[src/rtl/demux_route_sequencer_pkg.sv]
`default_nettype none
// ============================================================================
// demux_seq_pkg : shared types and constants for the demux route sequencer
// Revision 1.0
// ============================================================================
package demux_seq_pkg;

    localparam int CHAN_W       = 4;
    localparam int NUM_CHAN     = 16;
    localparam int DFLT_DWELL_W = 8;

    typedef enum logic [1:0] {
        IDLE  = 2'd0,
        SETUP = 2'd1,
        DRIVE = 2'd2,
        GAP   = 2'd3
    } state_t;

    // The dwell field is sized for the default DWELL_W of the top level.
    typedef struct packed {
        logic [CHAN_W-1:0]       chan;
        logic [DFLT_DWELL_W-1:0] dwell;
    } req_t;

endpackage
`default_nettype wire

[src/rtl/demux_route_sequencer_if.sv]
`default_nettype none
// ============================================================================
// demux_route_sequencer_if : valid/ready routing-request channel
// Revision 1.0
// ============================================================================
interface demux_route_sequencer_if #(
    parameter int DWELL_W = 8
) ();
    import demux_seq_pkg::*;

    logic                  req_valid;
    logic                  req_ready;
    logic [CHAN_W-1:0]     req_chan;
    logic [DWELL_W-1:0]    req_dwell;

    modport master (output req_valid, req_chan, req_dwell, input req_ready);
    modport slave  (input req_valid, req_chan, req_dwell, output req_ready);
endinterface
`default_nettype wire

[src/rtl/demux_route_sequencer_req_fifo.sv]
`default_nettype none
// ============================================================================
// req_fifo : synchronous request FIFO with occupancy count
// Revision 1.0
// ============================================================================
module req_fifo #(
    parameter int WIDTH = 12,
    parameter int DEPTH = 4
) (
    input  wire logic                     clk,
    input  wire logic                     rst_n,
    input  wire logic                     push_i,
    input  wire logic [WIDTH-1:0]         data_i,
    input  wire logic                     pop_i,
    output logic      [WIDTH-1:0]         data_o,
    output logic                          empty_o,
    output logic                          full_o,
    output logic      [$clog2(DEPTH):0]   count_o
);
    localparam int AW = $clog2(DEPTH);

    logic [WIDTH-1:0] mem_q [DEPTH];
    logic [AW-1:0]    wr_ptr_q, rd_ptr_q;
    logic [AW:0]      count_q;
    logic             w_wr, w_rd;

    assign empty_o = (count_q == '0);
    assign full_o  = (count_q == (AW+1)'(DEPTH));
    // A full queue refuses pushes even when a pop happens on the same edge.
    assign w_wr    = push_i && !full_o;
    assign w_rd    = pop_i && !empty_o;
    assign data_o  = mem_q[rd_ptr_q];
    assign count_o = count_q;

    always_ff @(posedge clk) begin
        if (w_wr) mem_q[wr_ptr_q] <= data_i;
    end

    always_ff @(posedge clk or negedge rst_n) begin
        if (!rst_n) begin
            wr_ptr_q <= '0;
            rd_ptr_q <= '0;
            count_q  <= '0;
        end else begin
            if (w_wr) wr_ptr_q <= wr_ptr_q + 1'b1;
            if (w_rd) rd_ptr_q <= rd_ptr_q + 1'b1;
            case ({w_wr, w_rd})
                2'b10:   count_q <= count_q + 1'b1;
                2'b01:   count_q <= count_q - 1'b1;
                default: count_q <= count_q;
            endcase
        end
    end
endmodule
`default_nettype wire

[src/rtl/demux_route_sequencer.sv]
`default_nettype none
// ============================================================================
// demux_route_sequencer : queues routing requests and steers a 1x16 demux
// Revision 1.0
// ============================================================================
module demux_route_sequencer
    import demux_seq_pkg::*;
#(
    parameter int DWELL_W    = DFLT_DWELL_W,
    parameter int FIFO_DEPTH = 4
) (
    input  wire logic                          clk,
    input  wire logic                          rst_n,
    demux_route_sequencer_if.slave             req,
    input  wire logic                          auto_scan,
    input  wire logic [DWELL_W-1:0]            scan_dwell,
    output logic                               i,
    output logic                               s3,
    output logic                               s2,
    output logic                               s1,
    output logic                               s0,
    output logic                               busy,
    output logic                               done,
    output logic [$clog2(FIFO_DEPTH):0]        fifo_count
);
    state_t              state_q, state_d;
    req_t                cur_q, cur_d;
    logic [DWELL_W-1:0]  cnt_q, cnt_d;
    logic [CHAN_W-1:0]   scan_ptr_q, scan_ptr_d;
    logic [CHAN_W-1:0]   sel_q;
    logic                i_q, done_q;

    logic                w_pop, w_empty, w_full;
    logic [CHAN_W+DWELL_W-1:0] w_head;

    req_fifo #(
        .WIDTH (CHAN_W + DWELL_W),
        .DEPTH (FIFO_DEPTH)
    ) u_req_fifo (
        .clk     (clk),
        .rst_n   (rst_n),
        .push_i  (req.req_valid),
        .data_i  ({req.req_chan, req.req_dwell}),
        .pop_i   (w_pop),
        .data_o  (w_head),
        .empty_o (w_empty),
        .full_o  (w_full),
        .count_o (fifo_count)
    );

    assign req.req_ready = !w_full;

    always_comb begin
        state_d    = state_q;
        cur_d      = cur_q;
        cnt_d      = cnt_q;
        scan_ptr_d = scan_ptr_q;
        w_pop      = 1'b0;
        case (state_q)
            IDLE, GAP: begin
                if (!w_empty) begin
                    w_pop   = 1'b1;
                    cur_d   = req_t'(w_head);
                    state_d = SETUP;
                end else if (auto_scan) begin
                    cur_d.chan  = scan_ptr_q;
                    cur_d.dwell = scan_dwell;
                    scan_ptr_d  = scan_ptr_q + 1'b1;
                    state_d     = SETUP;
                end else begin
                    state_d = IDLE;
                end
            end
            SETUP: begin
                cnt_d   = (cur_q.dwell == '0) ? '0 : cur_q.dwell - 1'b1;
                state_d = DRIVE;
            end
            DRIVE: begin
                if (cnt_q != '0) cnt_d = cnt_q - 1'b1;
                else             state_d = GAP;
            end
            default: state_d = IDLE;
        endcase
    end

    always_ff @(posedge clk or negedge rst_n) begin
        if (!rst_n) begin
            state_q    <= IDLE;
            cur_q      <= '0;
            cnt_q      <= '0;
            scan_ptr_q <= '0;
        end else begin
            state_q    <= state_d;
            cur_q      <= cur_d;
            cnt_q      <= cnt_d;
            scan_ptr_q <= scan_ptr_d;
        end
    end

    // Outputs trail the state by one cycle, so the select change (SETUP slot)
    // always lands a full cycle before i rises and after i has fallen.
    always_ff @(posedge clk or negedge rst_n) begin
        if (!rst_n) begin
            sel_q  <= '0;
            i_q    <= 1'b0;
            done_q <= 1'b0;
        end else begin
            if (state_q == SETUP) sel_q <= cur_q.chan;
            i_q    <= (state_q == DRIVE);
            done_q <= (state_q == GAP);
        end
    end

    assign i    = i_q;
    assign done = done_q;
    assign busy = (state_q != IDLE);
    assign {s3, s2, s1, s0} = sel_q;

endmodule
`default_nettype wire

[src/flat_wrapper.sv]
// flat-port wrapper written by rule: the top's interface ports become plain ports
module demux_route_sequencer_flat import demux_seq_pkg::*;
#(
    parameter int DWELL_W    = DFLT_DWELL_W,
    parameter int FIFO_DEPTH = 4
)
  (clk, rst_n, auto_scan, scan_dwell, i, s3, s2, s1, s0, busy, done, fifo_count, req_req_valid, req_req_chan, req_req_dwell, req_req_ready);
  demux_route_sequencer_if #(.DWELL_W(DWELL_W)) req_i ();
  input  wire logic clk;
  input  wire logic rst_n;
  input  wire logic auto_scan;
  input  wire logic [DWELL_W-1:0] scan_dwell;
  output logic i;
  output logic s3;
  output logic s2;
  output logic s1;
  output logic s0;
  output logic busy;
  output logic done;
  output logic [$clog2(FIFO_DEPTH):0] fifo_count;
  input wire logic [$bits(req_i.req_valid)-1:0] req_req_valid;
  input wire logic [$bits(req_i.req_chan)-1:0] req_req_chan;
  input wire logic [$bits(req_i.req_dwell)-1:0] req_req_dwell;
  output wire logic [$bits(req_i.req_ready)-1:0] req_req_ready;
  assign req_i.req_valid = req_req_valid;
  assign req_i.req_chan = req_req_chan;
  assign req_i.req_dwell = req_req_dwell;
  assign req_req_ready = req_i.req_ready;
  demux_route_sequencer #(.DWELL_W(DWELL_W), .FIFO_DEPTH(FIFO_DEPTH)) u_core (.clk(clk), .rst_n(rst_n), .req(req_i), .auto_scan(auto_scan), .scan_dwell(scan_dwell), .i(i), .s3(s3), .s2(s2), .s1(s1), .s0(s0), .busy(busy), .done(done), .fifo_count(fifo_count));
endmodule
[config.mk]
export PLATFORM = sky130hd
export DESIGN_NAME = demux_route_sequencer_flat
export DESIGN_NICKNAME = d
export VERILOG_FILES = /design/src/rtl/demux_route_sequencer_pkg.sv /design/src/rtl/demux_route_sequencer_if.sv /design/src/rtl/demux_route_sequencer_req_fifo.sv /design/src/rtl/demux_route_sequencer.sv /design/src/flat_wrapper.sv
export SDC_FILE = /design/constraint.sdc
export NUM_CORES = 1
export LEC_CHECK = 0
export CORE_MARGIN = 2
export CORE_UTILIZATION = 25
export CTS_BUF_LIST = sky130_fd_sc_hd__clkbuf_4 sky130_fd_sc_hd__clkbuf_8
export CTS_CLUSTER_SIZE = 12
export DETAILED_ROUTE_END_ITERATION = 6
export MAX_ROUTING_LAYER = met4
export PLACE_DENSITY = 0.44
export SKIP_LAST_GASP = 1
export SYNTH_ARGS = -nofsm -noshare
export SYNTH_HDL_FRONTEND = slang
export SYNTH_SLANG_ARGS = --single-unit
[constraint.sdc]
create_clock -name clk -period 5.05 [get_ports clk]
set_input_delay 1.01 -clock clk [delete_from_list [all_inputs] [get_ports clk]]
set_output_delay 1.01 -clock clk [all_outputs]
set_load 0.02 [all_outputs]
==> results.toml, run 1 <==
[global_routing]
grt_pass1_wl_um = 12500
grt_pass1_vias = 2408
grt_max_degree = 40
grt_usage = 0.103
gr-total-overflow = 0
antenna_found_initial = 0

[power_and_ir_drop]
p_leak_uw = 0.00170
ir_worst_vdd_mv = 0.181
powerDensity_nw_per_um2 = 617
clock_power_share = 0.154
p_comb_frac = 0.412
switching_share = 0.383
p_int_uw = 1740
p_seq_frac = 0.433
power_switching_uw = 1080

[worst_setup_path]
crit_path_start = "u_core.u_req_fifo.count_o[1]"
worstPathMaxFanout = 6
cpLargestDelayFamily = "buffers and inverters"
arrival_ns = 1.75
cp_num_buf_inv = 2
worstReg2RegStart = "u_core.state_q[0]"
path_cells = "inv_1, nand3_1, clkdlybuf4s50_1"
worstSetupPathType = "flop to output pin"
cp_slowest_cell = "clkdlybuf4s50_1"
cp-start-kind = "flop"
crit_path_end_kind = "output pin"
cp.required_ns = 4.04
cpPeakStageDelay_ns = 0.65

[timing]
finalHoldViolations = 0
tightest_slew_ns = 0.932
fin_crit_ns = 2.76
fin_skew_ns = 0.0107
setup-tns-final_ns = 0
period_share = 0.546
whs_ns = 0.504
setup_viol = 0
rsz0062_at_grt = "no"
fmax_mhz = 362
drv_slew = 0
slew_headroom = 0.378

[clock_network]
htreeDepth = 3
cts_sinks = 87
cts_setup_buffers = 0
clkTransAtPathRegs_ns = 0.08
postCtsHoldBufs = 0
clkLatencyLatePin_ns = 0.36
clock-root-buffer = "clkbuf_8"
cts.path.max_buffers = 2
cts_resized = 0
cts_made_buffers = 9
cts_tree = "built"

[final_layout]
fillCellCount = 1502
stdcell_area_um2 = 4570
layout-drive-gt1-share = 0.130
final_common_cell = "edfxtp_1"
area_growth_pct = 18.1
diodes = 0
stdcell_count = 510
seq_area_um2 = 2420
multi_input_area_um2 = 1340
nets = 356
final_cell_mix = "edfxtp_1 (48), dfrtp_1 (39), clkdlybuf4s50_1 (33)"

[job]
cap_violations = 0

[synthesis]
yosys_register_bits = 87
synth_top_family_by_area = "simple AND/OR/NAND/NOR gates"
avgSynthCellArea_um2 = 13.7
synth_compound_area_frac = 0.0734
synth_edf_count = 48
ys_types = 46
synthMuxAreaShare = 0.0899
synth-xor-area-share = 0.0294
yosysSeqAreaShare = 0.624
synthesis.nets = 321
yosys.area_share.simple = 0.103
syn_inst = 282
synthArstFlopShare = 0.448
synthesis.area_um2 = 3870
synth-main-ff-cell = "edfxtp_1"
yosys.area_share.adder = 0.0504
yosysWarnings = 0

[drt]
via_per_inst = 4.38
ant_nets = 0
drc_errors = 0
routed_wl_um = 7520
vias = 2234
drtPass1Iterations = 4
avgRoutedWirePerCell_um = 14.7
dr.first_iter.drc_count = 69

[placement]
dp_hpwl_um = 5260
gp_congestion = 0.737
placed_area_um2 = 4400
portBuffers = 34
placed_cells = 494

[die]
die-area_um2 = 16500
core_area_um2 = 15100
die_x_um = 128
ios = 35
chipHeight_um = 128
rows = 45
initial_core_util = 0.256

[outcome]
run_status = "finished clean"

[min_path]
hold_start = "u_core.scan_ptr_q[3]"
hp-class = "flop to flop"
## synth_stat cells, drive strengths merged, types with 2 or more instances
library cell,instances,area share
o211ai,2,0.0039
nor4,3,0.0048
nor2,18,0.017
or4,2,0.0048
and3,6,0.011
a21oi,6,0.0078
nand2,32,0.031
mux2,6,0.017
dfrtp,39,0.25
o21a,2,0.0039
o311ai,4,0.0090
or2,2,0.0032
xor2,7,0.016
mux4,12,0.070
nand2b,2,0.0032
o21ai,4,0.0061
nor3b,3,0.0058
or3,3,0.0048
nor3,4,0.0065
edfxtp,48,0.37
buf,6,0.0087
inv,15,0.015
o221ai,2,0.0045
xnor2,6,0.014
ha,14,0.045
a31oi,11,0.018
o22a,5,0.011
nand3,2,0.0026
clkbuf,6,0.0058
## worst register-to-register path, delay by kind of cell (launching register included)
kind                     cells  cell delay [ns]
adder cells (fa/ha/maj)      3             1.01
buffers and inverters        2             0.14
XOR/XNOR                     2             0.30
flip-flops                   1             0.41
AND/OR/NAND/NOR              2             0.40
## flip-flops by register name, summed over array words and instances (netlist names), 2 cells and up
register	flops
u_core.u_req_fifo.count_o	3
u_core.scan_ptr_q	4
u_core.state_q	2
u_core.u_req_fifo.rd_ptr_q	2
u_core.u_req_fifo.wr_ptr_q	2
u_core.sel_q	4
u_core.cur_q	12
u_core.cnt_q	8
u_core.u_req_fifo.mem_q	48
## metrics by stage
step | setup slack, ns | utilization | total power (µW)
finish | 2.29 | 0.302 | 2820
global route | 2.18 | 0.302 | 3070
CTS | 2.25 | 0.302 | 2880
detailed placement | 2.21 | 0.291 | 2430
global placement | 2.26 | 0.291 | 2400
floorplan | 2.79 | - | 2060
## cell families after synthesis
| family | after synthesis |
|---|---|
| flops | 87 |
| simple gates | 81 |
| compound gates | 40 |
| buf+inv | 27 |
| mux | 19 |
| fa+ha+maj | 15 |
| xor+xnor | 13 |
## final timing paths
kind,end,depth (start not counted),slack [ns]
worst max-delay path,req_req_ready,3,2.29
worst max register to register,u_core.u_req_fifo.count_o[2],9,2.69
min in group asynchronous,u_core.u_req_fifo.wr_ptr_q[1],1,0.78
max in group asynchronous,u_core.cnt_q[5],1,3.68
worst min register to register,u_core.scan_ptr_q[3],1,0.50
worst min-delay path,u_core.scan_ptr_q[3],1,0.50
## metal layers
layer	global-route usage	up-vias	wire length, µm	part of all wire
met5	-	-	0	0
met4	0.0407	0	90	0.012
met3	0.0229	7	222	0.030
met2	0.166	35	3720	0.50
met1	0.125	1084	3480	0.46
li1	-	1108	-	-
## area by class of cell
cell class / count / share of cell area
Clock buffer: 9 / 0.0271
Clock inverter: 7 / 0.0104
Inverter: 15 / 0.0123
Multi-Input combinational cell: 168 / 0.293
Sequential cell: 87 / 0.529
Tap cell: 188 / 0.0515
Timing Repair Buffer: 36 / 0.0766
## power groups by stage
stage	registers, µW	clock network (µW)	logic (µW)
after global placement	1240	0	1160
after detailed placement	1250	0	1180
final	1220	435	1160
after floorplan	1190	0	873
after CTS	1230	457	1190
after global routing	1270	487	1320
No activity file was read; power rests on OpenSTA's default activity.
==> run 2: changes to the inputs <==
--- a/config.mk
+++ b/config.mk
@@ -11,7 +11,7 @@
 export CTS_CLUSTER_SIZE = 12
 export DETAILED_ROUTE_END_ITERATION = 6
 export MAX_ROUTING_LAYER = met4
-export PLACE_DENSITY = 0.44
+export PLACE_DENSITY = 0.46
 export SKIP_LAST_GASP = 1
 export SYNTH_ARGS = -nofsm -noshare
 export SYNTH_HDL_FRONTEND = slang
==> constraint.sdc (replaced) <==
create_clock -name clk -period 2.4 [get_ports clk]
set_input_delay 0.48 -clock clk [delete_from_list [all_inputs] [get_ports clk]]
set_output_delay 0.48 -clock clk [all_outputs]
set_load 0.02 [all_outputs]
==> results.toml, run 2 (same netlist as run 1, synthesis figures left out) <==
[clock_network]
clock-root-buffer = "clkbuf_8"
cts_tree = "built"
cts_made_buffers = 9
clkTransAtPathRegs_ns = 0.10
cts.path.max_buffers = 2
clkLatencyLatePin_ns = 0.36
cts_setup_buffers = 0
cts_resized = 0
cts_sinks = 87
htreeDepth = 3
postCtsHoldBufs = 0

[timing]
fin_skew_ns = 0.0117
slew_headroom = 0.394
fin_crit_ns = 2.20
fmax_mhz = 455
rsz0062_at_grt = "no"
period_share = 0.915
tightest_slew_ns = 0.909
drv_slew = 0
setup_viol = 0
whs_ns = 0.243
setup-tns-final_ns = 0
finalHoldViolations = 0

[placement]
placed_cells = 504
dp_hpwl_um = 5360
gp_congestion = 0.739
portBuffers = 34

[worst_setup_path]
cp.required_ns = 1.92
path_cells = "inv_1, nand3_1, clkdlybuf4s50_1"
worstSetupPathType = "flop to output pin"
cp_slowest_cell = "clkdlybuf4s50_1"
worstPathMaxFanout = 6
arrival_ns = 1.72
cpPeakStageDelay_ns = 0.64
cp-start-kind = "flop"
crit_path_end_kind = "output pin"

[die]
ios = 35
core_area_um2 = 15100
chipHeight_um = 128
die-area_um2 = 16500
die_x_um = 128
rows = 45
initial_core_util = 0.256

[global_routing]
grt_usage = 0.104
antenna_found_initial = 0
grt_pass1_vias = 2457
grt_pass1_wl_um = 12700
gr-total-overflow = 0
grt_max_degree = 40

[power_and_ir_drop]
power_switching_uw = 2310
p_seq_frac = 0.407
clock_power_share = 0.156
switching_share = 0.380
p_comb_frac = 0.438
powerDensity_nw_per_um2 = 1300
ir_worst_vdd_mv = 0.462
p_int_uw = 3760
p_leak_uw = 0.00175

[final_layout]
largest_reg_flops = 48
final_common_cell = "edfxtp_1"
final_cell_mix = "edfxtp_1 (48), dfrtp_1 (39), clkdlybuf4s50_1 (33)"
diodes = 0
seq_area_um2 = 2420
nets = 366
stdcell_count = 520
layout-drive-gt1-share = 0.160
area_growth_pct = 20.3
reg.largest.list = "u_core.u_req_fifo.mem_q x48, u_core.cur_q x12, u_core.cnt_q x8"
regMostFlops = "u_core.u_req_fifo.mem_q"
fillCellCount = 1531
multi_input_area_um2 = 1340

[drt]
drc_errors = 0
ant_nets = 0
drtPass1Iterations = 4
vias = 2317
routed_wl_um = 7600
dr.first_iter.drc_count = 63
via_per_inst = 4.46
avgRoutedWirePerCell_um = 14.6

[job]
cap_violations = 0

[outcome]
run_status = "finished clean"

[min_path]
hp-class = "input pin to asynchronous set/reset pin"
## run 2: power by group through the flow
stage                     sequential [µW]  combinational, µW  clock [µW]
after global placement               2480               2680           0
after CTS                            2470               2710         990
final                                2460               2650         944
after floorplan                      2500               1840           0
after detailed placement             2500               2700           0
after global routing                 2540               3000        1050
## run 2: path summary, 6_finish.rpt
| check | end | cells after the start | slack (ns) | start |
|---|---|---|---|---|
| max in group asynchronous | u_core.cnt_q[1] | 1 | 1.59 | rst_n |
| min | u_core.cnt_q[6] | 1 | 0.24 | rst_n |
| max | req_req_ready | 3 | 0.20 | u_core.u_req_fifo.count_o[0] |
| max reg2reg | u_core.u_req_fifo.count_o[2] | 9 | 0.21 | u_core.state_q[0] |
| min in group clk | u_core.scan_ptr_q[3] | 1 | 0.49 | u_core.scan_ptr_q[3] |
| min reg2reg | u_core.scan_ptr_q[3] | 1 | 0.49 | u_core.scan_ptr_q[3] |
## run 2: routing by layer
layer	wire length, µm	part of all wire	global-route usage
met1	3480	0.46	0.124
met2	3790	0.50	0.171
met3	174	0.023	0.0170
met4	160	0.021	0.0517
met5	0	0	-
## run 2: metrics by stage
stage	power, µW	worst slack, ns	utilization	instance area, µm²
after global routing	6590	0.0606	0.307	4660
after detailed placement	5210	0.0913	0.295	4480
after global placement	5160	0.153	0.295	4480
final	6060	0.204	0.307	4660
after floorplan	4330	0.157	-	3870
after CTS	6180	0.168	0.307	4660
## run 2: worst max-delay path: cells and delay by family (launching register included)
family	cells	cell delay, ns
simple gates	1	0.18
flops	1	0.45
buf+inv	2	0.74
## run 2: cell type report
cell class | count | area share
clock inverters | 7 | 0.0124
well taps | 188 | 0.0505
repair buffers | 46 | 0.0913
flip-flops and latches | 87 | 0.519
clock buffers | 9 | 0.0266
inverters | 15 | 0.0121
multi-input cells | 168 | 0.288
==> run 3: changes to the inputs <==
--- a/config.mk
+++ b/config.mk
@@ -11,7 +11,7 @@
 export CTS_CLUSTER_SIZE = 12
 export DETAILED_ROUTE_END_ITERATION = 6
 export MAX_ROUTING_LAYER = met4
-export PLACE_DENSITY = 0.46
+export PLACE_DENSITY = 0.48
 export SKIP_LAST_GASP = 1
 export SYNTH_ARGS = -nofsm -noshare
 export SYNTH_HDL_FRONTEND = slang
==> results.toml, run 3 (same netlist as run 1, synthesis figures left out) <==
[clock_network]
clkTransAtPathRegs_ns = 0.09
postCtsHoldBufs = 0
clkLatencyLatePin_ns = 0.36
cts_made_buffers = 9
cts_setup_buffers = 0
clock-root-buffer = "clkbuf_8"
cts.path.max_buffers = 2
cts_tree = "built"
htreeDepth = 3
cts_resized = 0
cts_sinks = 87

[final_layout]
stdcell_area_um2 = 4720
final_cell_mix = "edfxtp_1 (48), dfrtp_1 (39), clkdlybuf4s50_1 (33)"
nets = 368
final_common_cell = "edfxtp_1"
reg.largest.list = "u_core.u_req_fifo.mem_q x48, u_core.cur_q x12, u_core.cnt_q x8"
diodes = 0
fillCellCount = 1514
regMostFlops = "u_core.u_req_fifo.mem_q"
area_growth_pct = 21.8
layout-drive-gt1-share = 0.165
largest_reg_flops = 48
utilization = 0.311

[timing]
fmax_mhz = 455
period_share = 0.916
slew_headroom = 0.731
tightest_slew_ns = 0.403
fin_crit_ns = 2.20
setup_viol = 0
rsz0062_at_grt = "no"
finalWorstSetupSlack_ns = 0.200
finalHoldViolations = 0
drv_slew = 0
setup-tns-final_ns = 0
fin_skew_ns = 0.00927

[global_routing]
gr-total-overflow = 0
grt_usage = 0.0995
antenna_found_initial = 0
grt_max_degree = 24
grt_pass1_vias = 2416
grt_pass1_wl_um = 12200

[die]
rows = 45
core_area_um2 = 15100
die-area_um2 = 16500
ios = 35
initial_core_util = 0.256
chipHeight_um = 128
die_x_um = 128

[drt]
avgRoutedWirePerCell_um = 13.9
dr.first_iter.drc_count = 70
via_per_inst = 4.42
routed_wl_um = 7280
vias = 2305
drc_errors = 0
drtPass1Iterations = 4
ant_nets = 0

[placement]
pre_cts_slack_ns = 0.112
portBuffers = 34
dp_hpwl_um = 5300
placed_area_um2 = 4490
gp_congestion = 0.766

[worst_setup_path]
crit_end = "busy"
worst-path-stages = 4
worstPathMaxFanout = 4
crit_path_end_kind = "output pin"
cp_slowest_cell = "clkdlybuf4s50_1"
cp-start-kind = "flop"
reg2reg_to = "u_core.u_req_fifo.count_o[2]"
worstSetupPathType = "flop to output pin"
r2r_setup_slack_ns = 0.27
cp_num_buf_inv = 3
cp.required_ns = 1.92
cp_common_cell = "inv_1"
cpPeakStageDelay_ns = 0.60
path_cells = "inv_1, ha_1, inv_1, clkdlybuf4s50_1"
crit_path_start = "u_core.state_q[0]"
cpLargestDelayFamily = "buffers and inverters"
r2r_cells = 9
worstReg2RegStart = "u_core.state_q[0]"
arrival_ns = 1.72

[power_and_ir_drop]
powerDensity_nw_per_um2 = 1330
ir_worst_vdd_mv = 0.376
p_leak_uw = 0.00179

[outcome]
run_status = "finished clean"

[job]
cap_violations = 0

[min_path]
hp-class = "input pin to asynchronous set/reset pin"
## run 3: cell count changes in the layout (fill, tap and decap cells not counted)
| cell | delta |
|---|---|
| buf_4 | +2 |
| bufinv_16 | +2 |
| clkinv_4 | -1 |
| clkinvlp_4 | -2 |
| inv_6 | +1 |
## run 3: how the worst min path moves through the flow
stage	from	end	slack [ns]	cells past startpoint
after floorplan	rst_n	u_core.cnt_q[0]	0.18	0
after global placement	rst_n	u_core.u_req_fifo.rd_ptr_q[0]	0.42	1
after detailed placement	rst_n	u_core.u_req_fifo.rd_ptr_q[0]	0.42	1
after CTS	rst_n	u_core.scan_ptr_q[0]	0.02	1
after global routing	rst_n	u_core.u_req_fifo.rd_ptr_q[0]	0.04	1
final	rst_n	u_core.scan_ptr_q[0]	0.02	1
## run 3: layout make-up
type / instances / area [µm²] / share of cell area
clock inverters: 7 / 103 / 0.0218
well taps: 188 / 235 / 0.0499
flip-flops and latches: 87 / 2420 / 0.512
clock buffers: 9 / 124 / 0.0263
multi-input cells: 168 / 1340 / 0.284
repair buffers: 48 / 440 / 0.0934
inverters: 15 / 56.3 / 0.0119
## run 3: power breakdown
| part | leakage, µW | internal [µW] | switching, µW |
|---|---|---|---|
| registers | 0.000897 | 2120 | 341 |
| clock network | 0.000111 | 599 | 550 |
| logic | 0.000780 | 1270 | 1380 |
## run 3: metrics by stage
| stage | cells | total power (µW) | hold slack, ns |
|---|---|---|---|
| 2_1_floorplan | 282 | 4330 | 0.184 |
| 3_3_place_gp | 506 | 5170 | 0.424 |
| 3_5_place_dp | 506 | 5210 | 0.422 |
| 4_1_cts | 522 | 6380 | 0.0201 |
| 5_1_grt | 522 | 6790 | 0.0386 |
| 6_report | 522 | 6250 | 0.0234 |
## run 3: layer usage
layer | global-route usage | share of wire | up-vias
met1 | 0.120 | 0.46 | 1135
li1 | - | - | 1131
met5 | - | 0 | -
met3 | 0.0162 | 0.023 | 9
met2 | 0.162 | 0.49 | 30
met4 | 0.0504 | 0.019 | 0
